## config.mk

```make
export PLATFORM = sky130hd
export DESIGN_NAME = picorv32_mem_arbiter
export DESIGN_NICKNAME = d
export VERILOG_FILES = /design/src/rtl/picorv32_mem_arbiter.sv
export SDC_FILE = /design/constraint.sdc
export NUM_CORES = 1
export LEC_CHECK = 0
export BUFFER_PORTS_ARGS = -buffer_cell sky130_fd_sc_hd__buf_2
export CORE_MARGIN = 2
export CORE_UTILIZATION = 40
export CTS_CLUSTER_DIAMETER = 50
export CTS_CLUSTER_SIZE = 40
export DETAILED_ROUTE_END_ITERATION = 10
export PLACE_DENSITY = 0.72
export SETUP_SLACK_MARGIN = 0.15
export SLEW_MARGIN = 30
export SYNTH_ARGS = -nofsm -noshare
export SYNTH_HDL_FRONTEND = slang
export SYNTH_SLANG_ARGS = --single-unit
```

## constraint.sdc

```tcl
create_clock -name clk -period 2.6 [get_ports clk]
set_input_delay 0.78 -clock clk [delete_from_list [all_inputs] [get_ports clk]]
set_output_delay 0.78 -clock clk [all_outputs]
set_load 0.02 [all_outputs]
```

## src/rtl/picorv32_mem_arbiter.sv

```systemverilog
// Shares one PicoRV32 native memory port between two requesters, one whole transfer at a time.
// Optional watchdog: define MEM_ARB_TIMEOUT_EN to abort transfers the target never completes.
module picorv32_mem_arbiter #(
  parameter int unsigned PRIORITY_MODE  = 0,
  parameter int unsigned TIMEOUT_CYCLES = 1024,
  parameter logic [31:0] TIMEOUT_RDATA  = 32'hDEAD_BEEF
) (
  input  logic        clk,
  input  logic        reset,

  input  logic        m0_mem_valid,
  input  logic        m0_mem_instr,
  input  logic [31:0] m0_mem_addr,
  input  logic [31:0] m0_mem_wdata,
  input  logic [3:0]  m0_mem_wstrb,
  output logic        m0_mem_ready,
  output logic [31:0] m0_mem_rdata,

  input  logic        m1_mem_valid,
  input  logic        m1_mem_instr,
  input  logic [31:0] m1_mem_addr,
  input  logic [31:0] m1_mem_wdata,
  input  logic [3:0]  m1_mem_wstrb,
  output logic        m1_mem_ready,
  output logic [31:0] m1_mem_rdata,

  output logic        mem_valid,
  output logic        mem_instr,
  output logic [31:0] mem_addr,
  output logic [31:0] mem_wdata,
  output logic [3:0]  mem_wstrb,
  input  logic        mem_ready,
  input  logic [31:0] mem_rdata,

  output logic [1:0]  arb_grant,
  output logic        arb_timeout
);

  typedef enum logic [1:0] {
    S_IDLE = 2'd0,
    S_BUSY = 2'd1,
    S_DONE = 2'd2
  } state_t;

  state_t      state;
  state_t      state_next;
  logic        last_grant;    // port served most recently: 0 = port 0, 1 = port 1
  logic        win_port;
  logic        grant_fire;
  logic        finish;
  logic        release_bus;
  logic        expire;
  logic [31:0] finish_rdata;

  // NOTE: every signal written in an always_comb gets a default first, so no path can infer a latch.
  always_comb begin
    win_port = 1'b0;
    if (m0_mem_valid && m1_mem_valid) begin
      win_port = (PRIORITY_MODE == 1) ? 1'b0 : ~last_grant;
    end else if (m1_mem_valid) begin
      win_port = 1'b1;
    end
  end

  // NOTE: sequential state uses non-blocking assignments so every register samples pre-edge values.
  always_ff @(posedge clk) begin
    if (reset) begin
      state <= S_IDLE;
    end else begin
      state <= state_next;
    end
  end

  always_comb begin
    state_next = state;
    unique case (state)
      S_IDLE:  if (m0_mem_valid || m1_mem_valid) state_next = S_BUSY;
      S_BUSY:  if (mem_ready || expire)          state_next = S_DONE;
      // The adapter only releases ready after valid falls, so wait for it here.
      S_DONE:  if (!mem_ready)                   state_next = S_IDLE;
      default:                                   state_next = S_IDLE;
    endcase
  end

  always_comb begin
    grant_fire   = (state == S_IDLE) && (m0_mem_valid || m1_mem_valid);
    finish       = (state == S_BUSY) && (mem_ready || expire);
    release_bus  = (state == S_DONE) && !mem_ready;
    finish_rdata = mem_ready ? mem_rdata : TIMEOUT_RDATA;
  end

  always_ff @(posedge clk) begin
    if (reset) begin
      mem_valid    <= 1'b0;
      mem_instr    <= 1'b0;
      mem_addr     <= '0;
      mem_wdata    <= '0;
      mem_wstrb    <= '0;
      m0_mem_ready <= 1'b0;
      m1_mem_ready <= 1'b0;
      m0_mem_rdata <= '0;
      m1_mem_rdata <= '0;
      arb_grant    <= 2'b00;
      last_grant   <= 1'b1;
    end else begin
      m0_mem_ready <= 1'b0;
      m1_mem_ready <= 1'b0;

      // The winner's request is copied once; later requester changes are ignored.
      if (grant_fire) begin
        mem_valid  <= 1'b1;
        mem_instr  <= win_port ? m1_mem_instr : m0_mem_instr;
        mem_addr   <= win_port ? m1_mem_addr  : m0_mem_addr;
        mem_wdata  <= win_port ? m1_mem_wdata : m0_mem_wdata;
        mem_wstrb  <= win_port ? m1_mem_wstrb : m0_mem_wstrb;
        arb_grant  <= win_port ? 2'b10 : 2'b01;
        last_grant <= win_port;
      end

      if (finish) begin
        mem_valid <= 1'b0;
        if (arb_grant[0]) begin
          m0_mem_ready <= 1'b1;
          m0_mem_rdata <= finish_rdata;
        end
        if (arb_grant[1]) begin
          m1_mem_ready <= 1'b1;
          m1_mem_rdata <= finish_rdata;
        end
      end

      if (release_bus) begin
        arb_grant <= 2'b00;
      end
    end
  end

`ifdef MEM_ARB_TIMEOUT_EN
  localparam int unsigned WD_W = (TIMEOUT_CYCLES > 1) ? $clog2(TIMEOUT_CYCLES) : 1;
  localparam logic [WD_W-1:0] WD_LAST = WD_W'(TIMEOUT_CYCLES - 1);

  logic [WD_W-1:0] wd_cnt;

  // Counts BUSY cycles of the current transfer; a same-cycle mem_ready beats expiry.
  always_ff @(posedge clk) begin
    if (reset) begin
      wd_cnt      <= '0;
      arb_timeout <= 1'b0;
    end else begin
      arb_timeout <= expire;
      if (grant_fire) begin
        wd_cnt <= '0;
      end else if (state == S_BUSY) begin
        wd_cnt <= wd_cnt + 1'b1;
      end
    end
  end

  assign expire = (state == S_BUSY) && !mem_ready && (wd_cnt == WD_LAST);
`else
  // Without the watchdog a transfer waits for the target indefinitely; TIMEOUT_CYCLES has no effect.
  assign expire      = (TIMEOUT_CYCLES == 0) & 1'b0;
  assign arb_timeout = 1'b0;
`endif

endmodule

```

==> results of run 1 <==
## power by group through the flow
stage          logic [mW]  registers, mW  clock network, mW
5_1_grt              1.18           2.38               2.79
3_3_place_gp         1.07           2.41                  0
6_report             1.09           2.37               2.63
3_5_place_dp         1.08           2.41                  0
2_1_floorplan       0.512           2.56                  0
4_1_cts              1.08           2.37               2.68
## placed cells by master (no fill, tap or decap)
master / synthesis / final
bufinv_16: 0 / 4
clkbuf_8: 0 / 4
a21oi_1: 17 / 17
nand4_1: 138 / 138
clkbuf_1: 50 / 2
nor2b_1: 25 / 25
nand2_1: 17 / 16
nand4b_1: 2 / 2
clkinvlp_4: 0 / 2
a211oi_1: 28 / 28
clkinv_2: 0 / 1
buf_12: 0 / 9
o21ai_0: 56 / 56
clkinv_4: 0 / 2
nand2b_2: 0 / 1
o21ai_1: 17 / 17
dfxtp_1: 141 / 141
nand3_1: 18 / 18
nand2b_1: 2 / 1
conb_1: 1 / 1
and4b_2: 0 / 2
nand3b_1: 1 / 1
nor2_4: 2 / 2
nand2_2: 0 / 1
a211oi_2: 20 / 20
buf_4: 9 / 15
inv_1: 1 / 1
buf_2: 21 / 311
a221oi_1: 3 / 3
clkbuf_16: 0 / 17
a31oi_1: 69 / 69
nor3b_1: 1 / 1
or2_2: 0 / 1
xnor2_1: 1 / 1
nor2_1: 51 / 51
## cell families after synthesis
group           after synthesis  share of synthesized area, %
compound gates              210                          22.2
xor+xnor                      1                         0.142
buf+inv                      98                          8.06
flops                       141                          45.8
other cells                   1                        0.0609
simple gates                260                          23.7
## area by class of cell
cell class	instances	area (um^2)
multi-input combinational	472	2850
clock buffer	23	488
clock inverter	9	158
tap	188	235
timing repair buffer	335	1850
inverter	1	3.75
fill	1433	6740
sequential	141	2820
## cells in the mapped netlist, drive strengths merged
master	number
a211oi	48
a21oi	17
a221oi	3
a31oi	69
and4b	2
buf	40
clkbuf	57
conb	1
dfxtp	141
inv	1
nand2	17
nand2b	2
nand3	18
nand3b	1
nand4	138
nand4b	2
nor2	53
nor2b	25
nor3b	1
o21ai	73
or2	1
xnor2	1
## worst paths after layout
kind,to,cells past startpoint
min reg2reg,m0_mem_rdata[8]$_SDFFE_PP0P_,2
min,m0_mem_rdata[8]$_SDFFE_PP0P_,2
max reg2reg,mem_addr[14]$_SDFFE_PP0P_,4
max,arb_grant[1],1
## flip-flops by register name, indices dropped and copies added, names as in the netlist
register      flops
m0_mem_rdata     32
m1_mem_rdata     32
mem_addr         32
mem_wdata        32
mem_wstrb         4
arb_grant         2
state             2
last_grant        1
m0_mem_ready      1
m1_mem_ready      1
mem_instr         1
mem_valid         1
## through the flow
stage | std cells | util, % | cell area (um^2) | setup WS [ns] | total power, mW
6_report | 1169 | 55.5 | 8400 | 0.806 | 6.09
5_1_grt | 1169 | 55.5 | 8400 | 0.707 | 6.35
4_1_cts | 1169 | 55.5 | 8400 | 0.797 | 6.13
3_5_place_dp | 1137 | 51.2 | 7760 | 0.656 | 3.49
3_3_place_gp | 1137 | 51.2 | 7760 | 0.685 | 3.48
2_1_floorplan | 711 | - | 6160 | 0.888 | 3.07
## layer usage
layer	track usage (%)	vias to the layer above	routed length, um
li1	-	3223	-
met1	30.8	3167	8410
met2	40.1	360	10200
met3	7.10	21	1790
met4	8.08	0	267
met5	0	-	0
==> impl_metrics.tcl, run 1 <==
set metrics [dict create \
    synthTopCellsByArea "dfxtp_1 (46%), nand4_1 (14%), a31oi_1 (7.0%), o21ai_0 (4.6%), a211oi_2 (4.1%)" \
    dieArea_um2 16400 \
    first_pass_iters 7 \
    clkSinkCount 141 \
    core-area_um2 15100 \
    routed_via_density 5.79 \
    ant_nets 0 \
    vdd_drop_max_mv 0.435 \
    cts_resized 0 \
    worstPathArrival_ns 1.01 \
    tritoncts "built" \
    fp.dieW_um 128 \
    synth_seq_cells 141 \
    yosysWarnings 0 \
    drc 0 \
    globalplace.congestion 0.853 \
    power_frac_clock_pct 43.2 \
    fmax_mhz 558 \
    wirelength_um 20600 \
    grt_pass1_wl_um 32000 \
    root_buffer "clkbuf_16" \
    power_density_nw_per_um2 724 \
    slowest_stage "dfxtp_1" \
    syn_nets 886 \
    diodes 0 \
    synth_top_area_cell "dfxtp_1" \
    rows 45 \
    path_cells "buf_2" \
    setup_viol 0 \
    clk_latency_ns 0.42 \
    path_max_fanout 4 \
    synthDistinctLibCells 29 \
    antenna_found_initial 0 \
    drive_above_1_share_pct 40.0 \
    clockBufferDepth 2 \
    htreeDepth 4 \
    leakage_nw 3.52 \
    crit_start "arb_grant[1]$_SDFFE_PP0P_" \
    r2r-start "state[1]$_SDFFE_PP0P_" \
    syn_area_um2 6160 \
    fin_crit_sh_pct 69.0 \
    seqPwrFrac_pct 38.9 \
    clkTransAtPathRegs_ns 0.06 \
    p_int_mw 4.40 \
    initial_core_util_pct 40.7 \
    fin_crit_ns 1.79 \
    grt_max_degree 73 \
    io_pins 314 \
    p_sw_share_pct 27.7 \
    hold_start "m0_mem_rdata[8]$_SDFFE_PP0P_" \
    cts_buffers 17 \
    grtUsageTotal_pct 24.4 \
    r2r_setup_slack_ns 0.85 \
    port-buffer-count 312 \
    drt_iter0_drc 539 \
    yosysSeqAreaShare_pct 45.8 \
    grt-ovfl-total 0 \
    slowest_delay_ns 0.39 \
    hold_viol_final 0 \
    hpwl_um 13900 \
    num_vias 6771 \
    fin_skew_ns 0.00949 \
    fin_tns_setup_ns 0 \
    synth.top_cell.area_share_pct 45.8 \
    postSynthAreaPerCell_um2 8.66 \
    fin_nets 1143 \
    syn_inst 711 \
    maxSlewViolCount 0 \
    post-cts-setup-buffers 0 \
    cp_top_family "flip-flops" \
    combPwrFrac_pct 17.8 \
    cp.required_ns 1.82 \
    maxSlewHeadroom_pct 55.1 \
    p_sw_mw 1.69 \
    ctsHoldBuffers 0 \
    rsz0062_at_grt "no" \
    drv_cap 0 \
    crit_path_start_kind "register" \
    wl_per_cell_um 17.6 \
    status "complete, no violations" \
    hold_path.class "register to register" \
    critPathBufInv 1 \
    area_delta_synth_final_pct 36.4 \
    fp.dieH_um 128 \
    worstMarginPinSlew_ns 0.671 \
    endpoint_kind "output pin" \
    hold_ws_ns 0.449 \
    worst-setup-path-type "register to output pin" \
    grt_pass1_vias 6115 \
]
Power figures use the tool's default switching activity.
==> run 2: changes to the inputs <==
==> constraint.sdc (replaced) <==
create_clock -name clk -period 1.7 [get_ports clk]
set_input_delay 0.51 -clock clk [delete_from_list [all_inputs] [get_ports clk]]
set_output_delay 0.51 -clock clk [all_outputs]
set_load 0.02 [all_outputs]
==> impl_metrics.tcl, run 2 (synthesis gave the netlist of run 1 again) <==
set metrics [dict create \
    status "complete, no violations" \
    clkTransAtPathRegs_ns 0.07 \
    drc 0 \
    grtUsageTotal_pct 24.8 \
    fin_skew_ns 0.00715 \
    r2r-start "state[1]$_SDFFE_PP0P_" \
    diodes 0 \
    slowest_stage "dfxtp_1" \
    clockBufferDepth 2 \
    hold_viol_final 0 \
    worstPathArrival_ns 0.99 \
    slowest_delay_ns 0.40 \
    crit_path_start_kind "register" \
    first_pass_iters 5 \
    vdd_drop_max_mv 0.634 \
    min_path_cells 3 \
    cp.required_ns 1.19 \
    critPathBufInv 1 \
    power_density_nw_per_um2 1070 \
    final_cell_mix "buf_2 (310), dfxtp_1 (140), nand4_1 (138), a31oi_1 (69), o21ai_0 (56)" \
    fin_tns_setup_ns 0 \
    tritoncts "built" \
    io_pins 314 \
    grt-ovfl-total 0 \
    fin_crit_ns 1.50 \
    path_max_fanout 4 \
    leakage_nw 3.63 \
    grt_pass1_wl_um 32700 \
    hpwl_um 14300 \
    final_common_cell "buf_2" \
    setup_viol 0 \
    path_cells "buf_4" \
    cts_buffers 17 \
    fin_nets 1159 \
    cp_top_family "flip-flops" \
    port-buffer-count 312 \
    drv_cap 0 \
    rows 45 \
    cp.depth 1 \
    endpoint_kind "output pin" \
    root_buffer "clkbuf_16" \
    num_vias 6885 \
    wl_per_cell_um 18.0 \
    final_core_util_pct 56.9 \
    core-area_um2 15100 \
    maxSlewViolCount 0 \
    reg2reg_depth 3 \
    clkSinkCount 141 \
    drt_iter0_drc 652 \
    crit_start "arb_grant[0]$_SDFFE_PP0P_" \
    ant_nets 0 \
    fp.dieW_um 128 \
    area_delta_synth_final_pct 39.9 \
    hold_start "m1_mem_wdata[16]" \
    fin_crit_sh_pct 88.3 \
    ctsHoldBuffers 0 \
    htreeDepth 4 \
    wirelength_um 21300 \
    dieArea_um2 16400 \
    grt_pass1_vias 6336 \
    clk_latency_ns 0.42 \
    grt_max_degree 57 \
    routed_via_density 5.81 \
    initial_core_util_pct 40.7 \
    globalplace.congestion 0.806 \
    fp.dieH_um 128 \
    drive_above_1_share_pct 41.1 \
    antenna_found_initial 0 \
    rsz0062_at_grt "no" \
    worst-setup-path-type "register to output pin" \
    hold_path.class "input port to register" \
    fmax_mhz 666 \
]
run 2: changes by cell type in the layout (fill, tap and decap cells not counted), sizes merged:
cell and delta:
inv +2, clkinv +3, buf +14, bufinv -1, clkbuf -2
run 2: stage by stage:
| stage | hold WS (ns) | worst slack, ns | std cells | total power [mW] | instance area [um^2] |
|---|---|---|---|---|---|
| final | 0.369 | 0.198 | 1185 | 9.23 | 8610 |
| after global placement | 0.441 | 0.173 | 1151 | 5.42 | 7950 |
| after global routing | 0.371 | 0.151 | 1185 | 9.60 | 8610 |
| after detailed placement | 0.445 | 0.130 | 1151 | 5.43 | 7950 |
| after floorplan | 0.476 | 0.258 | 711 | 4.70 | 6160 |
| after CTS | 0.356 | 0.179 | 1183 | 9.26 | 8560 |
run 2: final timing paths:
check	endpoint	slack, ns
worst min register to register	m0_mem_rdata[17]$_SDFFE_PP0P_	0.45
worst max register to register	m0_mem_rdata[27]$_SDFFE_PP0P_	0.27
worst min-delay path	mem_wdata[16]$_SDFFE_PP0P_	0.37
worst max-delay path	arb_grant[0]	0.20
run 2: what timing repair did:
action / 4_1_cts / 5_1_grt
setup buffers: 0 / 0
setup endpoints to repair: 0 / 75
resized for setup: 0 / 3
run 2: worst reg2reg max path: cells and delay by family, from the launching register on:
family	cells	cell delay [ns]
DFF	1	0.55
and+or+nand+nor	1	0.33
buffers and inverters	1	0.22
AOI/OAI and AO/OA	1	0.24
run 2: layout make-up:
| type | instances | area [um^2] |
|---|---|---|
| clock inverters | 13 | 164 |
| multi-input cells | 472 | 2850 |
| clock buffers | 19 | 443 |
| well taps | 188 | 235 |
| fillers | 1403 | 6530 |
| flip-flops and latches | 141 | 2820 |
| inverters | 1 | 3.75 |
| repair buffers | 351 | 2090 |
run 2: per-layer routing:
| layer | wire length, um | vias up | global-route usage (%) |
|---|---|---|---|
| met5 | 0 | - | 0 |
| met4 | 263 | 0 | 7.56 |
| met2 | 10500 | 372 | 40.9 |
| met3 | 2020 | 22 | 6.97 |
| li1 | - | 3248 | - |
| met1 | 8450 | 3243 | 31.5 |
run 2: where the power goes:
group	internal (mW)	total [mW]	leakage, nW	switching [mW]
Sequential	3.51	3.63	1.15	0.114
Combinational	0.675	1.76	2.18	1.09
Clock	2.36	3.85	0.294	1.49
Total	6.54	9.23	3.63	2.69
